**config.mk**
```make
export PLATFORM = sky130hd
export DESIGN_NAME = multicore_boot_loader
export DESIGN_NICKNAME = d
export VERILOG_FILES = /design/src/rtl/boot_pkg.sv /design/src/rtl/boot_hdr_decode.sv /design/src/rtl/multicore_boot_loader.sv
export SDC_FILE = /design/constraint.sdc
export NUM_CORES = 1
export LEC_CHECK = 0
export CAP_MARGIN = 20
export CORE_ASPECT_RATIO = 1.5
export CORE_UTILIZATION = 40
export CTS_BUF_LIST = sky130_fd_sc_hd__clkbuf_4 sky130_fd_sc_hd__clkbuf_8 sky130_fd_sc_hd__clkbuf_16
export DETAILED_ROUTE_END_ITERATION = 6
export MAX_ROUTING_LAYER = met4
export PLACE_DENSITY = 0.75
export REMOVE_ABC_BUFFERS = 1
export SYNTH_ARGS = -nofsm -noshare
export SYNTH_HDL_FRONTEND = slang
export SYNTH_SLANG_ARGS = --single-unit
```
**constraint.sdc**
```tcl
create_clock -name clk -period 2.6 [get_ports clk]
set_clock_uncertainty 0.2 [all_clocks]
set_input_delay 0.52 -clock clk [delete_from_list [all_inputs] [get_ports clk]]
set_output_delay 0.52 -clock clk [all_outputs]
set_load 0.005 [all_outputs]
```
**src/rtl/boot_pkg.sv**
```systemverilog
`default_nettype none
// ============================================================================
// Module   : boot_pkg
// Purpose  : Shared opcodes, header field positions and FSM state encoding
//            for the multicore boot loader.
// Revision : 1.0 - initial release
// ============================================================================
package boot_pkg;

  // Header opcodes
  localparam logic [3:0] OP_LOAD  = 4'd1;
  localparam logic [3:0] OP_START = 4'd2;
  localparam logic [3:0] OP_HALT  = 4'd3;

  // Header field bit positions
  localparam int HDR_OP_MSB  = 31;
  localparam int HDR_OP_LSB  = 28;
  localparam int HDR_ID_MSB  = 27;
  localparam int HDR_ID_LSB  = 24;
  localparam int HDR_ARG_MSB = 15;
  localparam int HDR_ARG_LSB = 0;

  // Loader FSM states
  typedef enum logic [1:0] {
    ST_IDLE  = 2'd0,
    ST_LOAD  = 2'd1,
    ST_DRAIN = 2'd2
  } state_e;

endpackage
`default_nettype wire

```
**src/rtl/boot_hdr_decode.sv**
```systemverilog
`default_nettype none
// ============================================================================
// Module   : boot_hdr_decode
// Purpose  : Combinational header field extraction and range checks
//            (core id in range, word count zero / oversize, one-hot select).
// Revision : 1.0 - initial release
// ============================================================================
module boot_hdr_decode
  import boot_pkg::*;
#(
  parameter int NUM_CORES  = 4,
  parameter int IMEM_DEPTH = 256
) (
  input  logic [31:0]          hdr,
  output logic [3:0]           opcode,
  output logic [3:0]           core_id,
  output logic [15:0]          count,
  output logic [NUM_CORES-1:0] mask,
  output logic [NUM_CORES-1:0] id_sel,
  output logic                 id_ok,
  output logic                 n_zero,
  output logic                 n_over
);

  // Bits 23:16 carry no meaning in any header
  logic unused_rsvd;
  assign unused_rsvd = ^hdr[23:16];

  assign opcode  = hdr[HDR_OP_MSB:HDR_OP_LSB];
  assign core_id = hdr[HDR_ID_MSB:HDR_ID_LSB];
  assign count   = hdr[HDR_ARG_MSB:HDR_ARG_LSB];
  assign mask    = count[NUM_CORES-1:0];

  assign id_ok   = (32'(core_id) < 32'(NUM_CORES));
  assign n_zero  = (count == 16'd0);
  assign n_over  = (32'(count) > 32'(IMEM_DEPTH));

  // One-hot core select; all zero when the id is out of range
  always_comb begin
    id_sel = '0;
    for (int i = 0; i < NUM_CORES; i++) begin
      id_sel[i] = (32'(core_id) == i);
    end
  end

endmodule
`default_nettype wire

```
**src/rtl/multicore_boot_loader.sv**
```systemverilog
`default_nettype none
// ============================================================================
// Module   : multicore_boot_loader
// Purpose  : Host word-stream loader. Decodes LOAD/START/HALT headers, writes
//            program words into per-core instruction memories and holds each
//            core in reset until it is loaded and explicitly started.
// Revision : 1.0 - initial release
// ============================================================================
module multicore_boot_loader
  import boot_pkg::*;
#(
  parameter int NUM_CORES  = 4,
  parameter int IMEM_DEPTH = 256,
  parameter int ADDR_W     = $clog2(IMEM_DEPTH)
) (
  input  logic                 clk,
  input  logic                 rst,
  input  logic                 s_valid,
  output logic                 s_ready,
  input  logic [31:0]          s_data,
  output logic                 imem_we,
  output logic [3:0]           imem_core,
  output logic [ADDR_W-1:0]    imem_addr,
  output logic [31:0]          imem_wdata,
  output logic [NUM_CORES-1:0] core_rst,
  output logic [NUM_CORES-1:0] loaded,
  output logic                 busy,
  output logic                 err,
  input  logic                 err_clr
);

  // Decoded header view of the current input word
  logic [3:0]           hdr_opcode;
  logic [3:0]           hdr_core_id;
  logic [15:0]          hdr_count;
  logic [NUM_CORES-1:0] hdr_mask;
  logic [NUM_CORES-1:0] hdr_id_sel;
  logic                 hdr_id_ok;
  logic                 hdr_n_zero;
  logic                 hdr_n_over;

  boot_hdr_decode #(
    .NUM_CORES  (NUM_CORES),
    .IMEM_DEPTH (IMEM_DEPTH)
  ) u_hdr_decode (
    .hdr     (s_data),
    .opcode  (hdr_opcode),
    .core_id (hdr_core_id),
    .count   (hdr_count),
    .mask    (hdr_mask),
    .id_sel  (hdr_id_sel),
    .id_ok   (hdr_id_ok),
    .n_zero  (hdr_n_zero),
    .n_over  (hdr_n_over)
  );

  state_e               state_q,      state_d;
  logic [3:0]           cur_id_q,     cur_id_d;
  logic [NUM_CORES-1:0] cur_sel_q,    cur_sel_d;
  logic [ADDR_W:0]      addr_q,       addr_d;
  logic [15:0]          remain_q,     remain_d;
  logic [NUM_CORES-1:0] core_rst_q,   core_rst_d;
  logic [NUM_CORES-1:0] loaded_q,     loaded_d;
  logic                 err_q,        err_d;
  logic                 imem_we_q,    imem_we_d;
  logic [3:0]           imem_core_q,  imem_core_d;
  logic [ADDR_W-1:0]    imem_addr_q,  imem_addr_d;
  logic [31:0]          imem_wdata_q, imem_wdata_d;
  logic                 err_set;
  logic                 accept;

  // The extra counter bit only exists so a full-depth image never wraps
  logic unused_addr_msb;
  assign unused_addr_msb = addr_q[ADDR_W];

  // Ready whenever reset is released
  assign s_ready = rst;
  assign accept  = s_valid & s_ready;

  // Next-state: header parsing, data write staging, status updates
  always_comb begin
    state_d      = state_q;
    cur_id_d     = cur_id_q;
    cur_sel_d    = cur_sel_q;
    addr_d       = addr_q;
    remain_d     = remain_q;
    core_rst_d   = core_rst_q;
    loaded_d     = loaded_q;
    err_set      = 1'b0;
    imem_we_d    = 1'b0;
    imem_core_d  = imem_core_q;
    imem_addr_d  = imem_addr_q;
    imem_wdata_d = imem_wdata_q;

    if (accept) begin
      case (state_q)
        ST_IDLE: begin
          case (hdr_opcode)
            OP_LOAD: begin
              if (!hdr_id_ok || hdr_n_over) begin
                // Bad target: flag it and swallow the payload, if any
                err_set = 1'b1;
                if (!hdr_n_zero) begin
                  state_d  = ST_DRAIN;
                  remain_d = hdr_count;
                end
              end else begin
                core_rst_d = core_rst_q | hdr_id_sel;
                loaded_d   = loaded_q & ~hdr_id_sel;
                if (!hdr_n_zero) begin
                  state_d   = ST_LOAD;
                  cur_id_d  = hdr_core_id;
                  cur_sel_d = hdr_id_sel;
                  addr_d    = '0;
                  remain_d  = hdr_count;
                end
              end
            end
            OP_START: begin
              for (int i = 0; i < NUM_CORES; i++) begin
                if (hdr_mask[i]) begin
                  if (loaded_q[i]) core_rst_d[i] = 1'b0;
                  else             err_set       = 1'b1;
                end
              end
            end
            OP_HALT: begin
              core_rst_d = core_rst_q | hdr_mask;
            end
            default: begin
              err_set = 1'b1;
            end
          endcase
        end
        ST_LOAD: begin
          imem_we_d    = 1'b1;
          imem_core_d  = cur_id_q;
          imem_addr_d  = addr_q[ADDR_W-1:0];
          imem_wdata_d = s_data;
          addr_d       = addr_q + {{ADDR_W{1'b0}}, 1'b1};
          remain_d     = remain_q - 16'd1;
          if (remain_q == 16'd1) begin
            loaded_d = loaded_q | cur_sel_q;
            state_d  = ST_IDLE;
          end
        end
        ST_DRAIN: begin
          remain_d = remain_q - 16'd1;
          if (remain_q == 16'd1) state_d = ST_IDLE;
        end
        default: begin
          state_d = ST_IDLE;
        end
      endcase
    end

    // A new error beats a simultaneous clear
    err_d = err_set | (err_q & ~err_clr);
  end

  // State and output registers; reset aborts any load in flight
  always_ff @(posedge clk or negedge rst) begin
    if (!rst) begin
      state_q      <= ST_IDLE;
      cur_id_q     <= '0;
      cur_sel_q    <= '0;
      addr_q       <= '0;
      remain_q     <= '0;
      core_rst_q   <= '1;
      loaded_q     <= '0;
      err_q        <= 1'b0;
      imem_we_q    <= 1'b0;
      imem_core_q  <= '0;
      imem_addr_q  <= '0;
      imem_wdata_q <= '0;
    end else begin
      state_q      <= state_d;
      cur_id_q     <= cur_id_d;
      cur_sel_q    <= cur_sel_d;
      addr_q       <= addr_d;
      remain_q     <= remain_d;
      core_rst_q   <= core_rst_d;
      loaded_q     <= loaded_d;
      err_q        <= err_d;
      imem_we_q    <= imem_we_d;
      imem_core_q  <= imem_core_d;
      imem_addr_q  <= imem_addr_d;
      imem_wdata_q <= imem_wdata_d;
    end
  end

  assign imem_we    = imem_we_q;
  assign imem_core  = imem_core_q;
  assign imem_addr  = imem_addr_q;
  assign imem_wdata = imem_wdata_q;
  assign core_rst   = core_rst_q;
  assign loaded     = loaded_q;
  assign busy       = (state_q != ST_IDLE);
  assign err        = err_q;

endmodule
`default_nettype wire

```
[Word level (Yosys, flattened, before mapping)]
Cells that the tools add are included.
Storage, ports and cells
  logic and storage cells: 114
  output and inout bits: 56
  input port bits: 36
  register bits: 89
Cells by class
  $lt $le $gt $ge: 2
  bitwise operators: 11
  multiplexer cells: 41
  reduce and logical (&&, ||, !) cells: 20
  equal/unequal tests: 23
  add/subtract/negate cells: 2
Operator list (count)
  2-to-1 mux 16 bit: 2
  one-hot mux 16 bit (2 select lines): 1
  2-to-1 mux 9 bit: 3
  != test 2 bit (second input constant): 12
  AND reduction 6 bit: 4
  2-to-1 mux 1 bit: 21
  one-hot mux 9 bit (2 select lines): 1
  == test 16 x 1 -> 1 bit (second input constant): 1
  == test 4 x 2 -> 1 bit (second input constant): 4
  > comparator 16 x 9 -> 1 bit (second input constant): 1
  logical NOT 16 bit: 1
  2-to-1 mux 4 bit: 4
  subtractor 16 x 1 -> 16 bit (second input constant): 1
  AND reduction 5 bit: 3
  bitwise OR 4 bit: 3
  one-hot mux 4 bit (3 select lines): 1
  2-to-1 mux 2 bit: 5
  adder 9 x 1 -> 9 bit (second input constant): 1
  == test 4 x 1 -> 1 bit (second input constant): 2
  one-hot mux 4 bit (2 select lines): 1
  AND reduction 4 bit: 2
  nonzero test 2 bit: 3
  AND 4 bit: 1
  logical NOT 4 bit: 1
  other kinds (16): 20

[Depth between registers and ports, before layout]
  word-level depth: 12
  depth in mapped cells: 10
  mapped depth without buffers: 8

[Cells and area by module]
Synthesis repeated with hierarchy kept, for this count alone.
Second synthesis, totals
  cell total of the unflattened synthesis: 416
  area, all modules: 4478.0 um^2
By module, submodules not included
  multicore_boot_loader: instances 1, area each 4186.5 um^2, sequential area each 2207.1 um^2, cells each 374
  boot_hdr_decode: instances 1, area each 291.5 um^2, sequential area each 0.0 um^2, cells each 42

[Worst setup path after synthesis]
OpenSTA, ideal clock, no wires.
  kind: in2reg
  start: input port s_data[7]
  end: register addr_q[7]
  slack: 152 ps
  cell stages on the path: 6
  library setup time: 77 ps
  required time: 2323 ps
  path buffers: 0
  arrival: 2171 ps
  cells stage by stage: nor4_2 a21oi_2 or3_4 a2bb2oi_1 or4_1 a21oi_1
On the way
  cells in the longest elaborated chain, start to end: 4
  elaborated cells between the ends (all ways): 6
  classes of those cells: order compare: 1; eq/ne: 2; reduce/logical: 3
RTL lines
  start: declaration: line multicore_boot_loader.sv:20  | input logic [31:0] s_data,
  > comparator 16 x 9 -> 1 bit: line boot_hdr_decode.sv:36  | assign n_over = (32'(count) > 32'(IMEM_DEPTH));
  logical OR 1 bit: line multicore_boot_loader.sv:100  | if (!hdr_id_ok || hdr_n_over) begin
  != test 2 bit (no line)
  AND reduction 5 bit (no line) (*)
  end signal: assignment: line multicore_boot_loader.sv:180  | addr_q <= addr_d;
  end: declaration: line multicore_boot_loader.sv:60  | logic [ADDR_W:0] addr_q, addr_d;
Mark *: on every way between the ends. The rest lies on a longest branch, timed or not.
A chain may end at the register's enable or synchronous reset.

[Worst setup path after layout]
Ends and elaborated chain as after synthesis.

==> impl_metrics.ini <==
[logic_synthesis]
synth_cells = 402
ys_ff_latch = 88
synth_top_flop_cell = dfrtp_1
synth_area_leaders = dfrtp_1 (49%), mux2_2 (10%), nand2_1 (3.3%), o21ai_0 (2.9%), dfstp_2 (2.5%)
postSynthAreaPerCell_sq_um = 10.59
yosysTopAreaCell = dfrtp_1
synth_edf_count = 0
synthArstFlopShare_pct = 100.0
synth.distinct_cells = 51
ys_warn_count = 0
synth_top_cell_area_share_pct = 49.37
syn_area_sq_um = 4258
ys_seq_area_share_pct = 51.84

[power]
power.leakage_uw = 0.002729
p_switching_uw = 1807
p_comb_share_pct = 37.7
p_int_uw = 4022
p_sw_share_pct = 31.00
vdd_drop_max_v = 0.0005854
seq_power_share_pct = 36.4
p_per_area_nw_per_um2 = 950.9
pwr-share-clk_pct = 25.9

[grt]
grt_pass1_vias = 3820
grtUsageMet2_pct = 34.78
grt_use_met1_pct = 24.52
grt_antenna_before_repair = 0
grt_overflow = 0
groute.usage.overall_pct = 21.11
use_met3_pct = 3.335
grt_busiest_layer = met2
grt_pass1_wl_um = 17710
grt_max_degree = 56

[run_status]
status = finished with violations
violations = negative hold slack

[layout]
area_growth_pct = 43.99
layout_commonest_cell = dfrtp_1
final_core_util_pct = 59.83
multi_input_area_sq_um = 1982
drive_gt1_share_pct = 26.01
n_antenna_cell = 0
final_nets = 582
regArea_sq_um = 2207
final_cell_mix = dfrtp_1 (84), clkdlybuf4s50_1 (76), buf_4 (54), mux2_2 (39), nand2_1 (37)
nFillCells = 872

[timing]
setup_tns_ps = 0
min_period_ps = 2544
maxSlewViolCount = 0
hold_viol = 3
fin_crit_sh_pct = 97.85
hold-worst-slack_ps = -5.352
rsz0062_at_grt = no
worst_slew_pin_slew_ps = 540.6
max_clock_freq_ghz = 0.3931
relSlewSlack_pct = 63.72
finalSetupViolations = 0

[setup_path]
crit_path_cell_trace = clkdlybuf4s50_1 -> nor4_2 -> buf_4 -> a21oi_2 -> or3_4 -> a2bb2oi_4 -> or4_4 -> a21oi_2
slowest_delay_ps = 520
r2r_setup_slack_ps = 240
startpoint_type = input pin
critPathBufInv = 2
cp.required_ps = 2670
slowest_stage = or4_4
critPathMaxFanout = 8
crit_top_cell = a21oi_2
cp-end-kind = flop
arrival_ps = 2610
crit_type = in2reg
crit_family = simple AND/OR/NAND/NOR gates

[clocking]
cts_num_sinks = 88
cts_tree = yes
cts_buffer_depth = 2
ctsHoldBuffers = 0
clk_latency_ps = 340
clock-root-buffer = clkbuf_16
htree_levels = 3
clkTransAtPathRegs_ps = 60
cts_buffers = 9

[detailed_routing]
drc_errors = 0
drt_iter0_drc = 218
vias = 3627
wire_per_inst_um = 15.40
dr.pass1.iters = 6
postRouteAntennaNets = 0
wl_um = 10580
vias_per_cell = 5.279

[floorplanning]
initial_core_util_pct = 41.55
rows = 45
fp.coreArea_sq_um = 10250
die_x_um = 86.24
die_y_um = 128.4
die_area_sq_um = 11070
io_pins = 92

[hold_path]
hold_class = in2async

[placed_design]
portBuffers = 91
gp_congestion = 0.8731
detailed_place_hpwl_um = 7707

[job]
maxCapViolations = 0
## Yosys cell counts, types with 2 or more instances
| master | n |
|---|---|
| dfrtp_1 | 84 |
| mux2_2 | 39 |
| nand2_1 | 37 |
| o21ai_0 | 25 |
| nor2_1 | 23 |
| nor3_1 | 21 |
| a21oi_1 | 18 |
| inv_1 | 16 |
| clkbuf_1 | 14 |
| nand3_1 | 11 |
| nor3b_1 | 9 |
| mux2_1 | 7 |
| or2_2 | 7 |
| mux2i_1 | 6 |
| a2bb2oi_1 | 5 |
| ha_1 | 5 |
| or3_1 | 5 |
| a221oi_1 | 4 |
| a41o_1 | 4 |
| dfstp_2 | 4 |
| nor4_1 | 4 |
| o21ai_1 | 4 |
| o22ai_1 | 4 |
| or4_1 | 4 |
| and2_1 | 3 |
| nand4_1 | 3 |
| o22a_1 | 3 |
| a211oi_1 | 2 |
| a21oi_2 | 2 |
| and3_1 | 2 |
| buf_2 | 2 |
| nand2b_1 | 2 |
| nor4_2 | 2 |
| o31ai_1 | 2 |
| or2_1 | 2 |
| or4b_1 | 2 |
## path summary, 6_finish.rpt
kind                             start              to  depth (start not counted)
max                          s_data[7]       addr_q[7]                          8
min                                rst  imem_wdata[10]                          2
max reg2reg                remain_q[0]    remain_q[13]                          6
min reg2reg                cur_id_q[3]     cur_id_q[3]                          1
max in group asynchronous          rst   imem_wdata[1]                          3
min in group clk           cur_id_q[3]     cur_id_q[3]                          1
## power by group through the flow
stage / clock network [uW] / logic, uW / registers [uW]
finish: 1510 / 2200 / 2120
global route: 1580 / 2440 / 2190
CTS: 1530 / 2210 / 2120
detailed placement: 0 / 2200 / 2140
global placement: 0 / 2130 / 2110
floorplan: 0 / 1100 / 2110
## layout make-up
class / instances / area share [%]
Multi-Input combinational cell: 280 / 32.33
Sequential cell: 88 / 36.00
Clock buffer: 10 / 3.898
Tap cell: 141 / 2.878
Clock inverter: 6 / 1.878
Inverter: 16 / 0.9796
Timing Repair Buffer: 146 / 22.04
## per-layer routing
layer	wire length, um	share of wire [%]	vias up
li1	-	-	1740
met1	4391	41	1766
met2	5431	51	99
met3	410	3.9	22
met4	349	3.3	0
met5	0	0	-
## timing repair
action | in CTS | in global routing
setup endpoints to repair | 19 | 16
endpoints found under the hold margin | 0 | 0
setup buffers | 1 | 0
resized for setup | 15 | 15
pin swaps | 6 | 7
cloned | 0 | 0
## kinds of logic (layout without fill, tap and decap cells)
| kind of cell | Yosys count | in the layout | share of synthesized area [%] |
|---|---|---|---|
| adder cells (fa/ha/maj) | 5 | 5 | 1.469 |
| multiplexers | 52 | 52 | 13.58 |
| flip-flops | 88 | 88 | 51.84 |
| AND/OR/NAND/NOR | 141 | 141 | 17.60 |
| buffers and inverters | 34 | 178 | 3.144 |
| AO/OA/AOI/OAI | 82 | 82 | 12.37 |
## state kept, by name, summed over array words and instances, names as in the netlist, 8 cells and up
| name | cells |
|---|---|
| imem_addr | 8 |
| remain_q | 16 |
| imem_wdata | 32 |
| addr_q | 8 |
## stage by stage
step | power, uW | std cells | setup slack, ps | instance area, sq um
after detailed placement | 4343 | 671 | -535.4 | 5712
after CTS | 5867 | 687 | 8.499 | 6082
after global routing | 6210 | 687 | 1.754 | 6131
after floorplan | 3211 | 384 | -660.5 | 4184
final | 5830 | 687 | 55.93 | 6131
after global placement | 4247 | 671 | -465.4 | 5712
No activity file was read; power rests on OpenSTA's default activity.
==> RTL change, RTL diff (same settings) <==
`imem_addr_q` no longer has a reset.
--- a/src/rtl/multicore_boot_loader.sv
+++ b/src/rtl/multicore_boot_loader.sv
@@ -171,7 +171,6 @@
       err_q        <= 1'b0;
       imem_we_q    <= 1'b0;
       imem_core_q  <= '0;
-      imem_addr_q  <= '0;
       imem_wdata_q <= '0;
     end else begin
       state_q      <= state_d;
@@ -184,9 +183,12 @@
       err_q        <= err_d;
       imem_we_q    <= imem_we_d;
       imem_core_q  <= imem_core_d;
-      imem_addr_q  <= imem_addr_d;
       imem_wdata_q <= imem_wdata_d;
     end
+  end
+
+  always_ff @(posedge clk) begin
+    imem_addr_q <= imem_addr_d;
   end
 
   assign imem_we    = imem_we_q;
Check against the original RTL: differs if rst is asserted again (counterexample within 4 cycles, from zero or initial values and one cycle with rst low); with rst held inactive, the same outputs for 4 cycles.
==> RTL change against the original RTL <==
Final area increased by 1.6%; area after synthesis rose by 0.38%; global-route usage grew 1.5 points; first-iteration DRC count up 15%; register-to-register slack lost 0.02 ns; sequential cell count stayed put; power down 4.9%; wire length rose by 7.3%; non-clock buffer count increased by 8; sequential share of layout area is 0.079 points higher; highest routed layer unchanged; setup slack got worse by 0.0095 ns; largest cell class unchanged.
==> RTL change: results (changes against the original RTL) <==
- Outcome: finished clean
- H-tree depth: 3 (unchanged)
- Worst hold start: cur_id_q[2]
- NumNets Final: 582 (unchanged)
- GPL Wtd Cong: 0.886 (+1.5%)
- Via count: 3,716 (+2.5%)
- ANT nets after route: 0 (unchanged)
- Post-synth cell types: 59 (+16%)
- Most area-consuming cells after synthesis: dfrtp_1, mux2_2, edfxtp_1, a21oi_1, nand2_1
- Largest net degree at the start of global routing: 70 (+25%)
- Clk_lat worst skew: 0.34 ns (about the same)
- Port buffer count: 91 (unchanged)
- Layout cells sized above 1: 31.0% (+4.9 points)
- Iter 0 DRT Violations: 250 (+15%)
- FFs w/ async S/R, synth: 90.9% (-9.1 points)
- Crit path launch: rst
- Reg clk slew, reported paths: 0.06 ns (about the same)
- Hpwl dp: 8.22 mm (+6.6%)
- Worst VDD drop: 0.000626 V (+7.0%)
- Dpl ws: -0.542 ns (-0.00686 ns)
- Internal: 3.76 mW (-6.5%)
- Hold Crit Class: reg2reg
- R2r startpoint: remain_q[9]
- Ant diodes: 0 (unchanged)
- Max reg flops: 32 (unchanged)
- CTS Buf Count: 9 (unchanged)
- Mapped Cells: 390 (-3.0%)
- First-pass GRT wire length: 18.9 mm (+6.5%)
- Initial antenna violation count: 0 (unchanged)
- DR pass1 iterations: 4 (-2)
- Commonest cells post-synth: dfrtp_1, mux2_2, nand2_1
- Crit path DAT: 1.83 ns (-0.78 ns)
- Final WL: 11.4 mm (+7.3%)
- Post-synthesis sequential area ratio: 52.6% (+0.74 points)
- Yosys warning count: 0 (unchanged)
- Root Driver: clkbuf_16
- Leak: 2.74 nW (+0.51%)
- DP Cell Count: 663 (-1.2%)
- Number of synthesized flops with an enable pin: 8 (+8)
- Slew margin rel.: 41.7% (-22 points)
- Crit-path max FO: 5 (-3)
- Vias in the first global route: 3,951 (+3.4%)
- Deepest clock path buffer count: 2 (unchanged)
- Vias per cell: 5.41 (+2.5%)
- GRT Util Overall: 22.6% (+1.5 points)
## RTL change: power groups by stage
stage          sequential [mW]  combinational [mW]  clock, mW
6_report                  2.08                2.17       1.29
5_1_grt                   2.15                2.39       1.35
4_1_cts                   2.08                2.15       1.31
3_5_place_dp              2.10                2.12          0
3_3_place_gp              2.07                2.06          0
2_1_floorplan             2.06                1.10          0
## RTL change: final timing paths
| kind | end | slack [ns] | cells past startpoint |
|---|---|---|---|
| max | s_ready | 0.05 | 4 |
| min | cur_id_q[2] | 0.29 | 1 |
| max reg2reg | loaded[2] | 0.22 | 7 |
| max in group asynchronous | state_q[0] | 0.70 | 4 |
| min reg2reg | cur_id_q[2] | 0.29 | 1 |
| min in group asynchronous | imem_wdata[17] | 0.47 | 3 |
## RTL change: cell families (layout without fill, tap and decap cells)
group / Yosys count / after routing / synth area share, %
simple gates: 126 / 126 / 15.5
compound gates: 99 / 99 / 15.8
flops: 88 / 88 / 52.6
mux: 45 / 45 / 11.7
buf+inv: 27 / 183 / 2.90
fa+ha+maj: 5 / 5 / 1.46
## RTL change: through the flow
step | cell area, um2 | hold slack, ns
2_1_floorplan | 4200 | 0.0244
3_3_place_gp | 5700 | 0.179
3_5_place_dp | 5700 | 0.180
4_1_cts | 6080 | 0.291
5_1_grt | 6230 | 0.305
6_report | 6230 | 0.286
## RTL change: area by class of cell
class	count	area [um2]
clock buffers	10	239
clock inverters	6	58.8
fillers	871	4020
inverters	13	48.8
multi-input cells	275	2030
flip-flops and latches	88	2250
well taps	141	176
repair buffers	154	1430
## RTL change: timing repair
item,CTS,global route
pin swaps,16,18
hold endpoints to repair,8,0
setup endpoints to repair,36,32
buffers inserted,2,5
gates resized for setup,32,28
hold buffers,2,0
## RTL change: critical path: stages
cell	delay [ns]
dlygate4sd3_1	0.55
buf_6	0.13
buf_4	0.14
clkdlybuf4s50_1	0.50
## RTL change: per-layer routing
metal	global-route usage, %	part of all wire (%)
met1	24.5	37
met2	38.3	54
met3	5.07	4.7
met4	12.1	4.0
met5	-	0
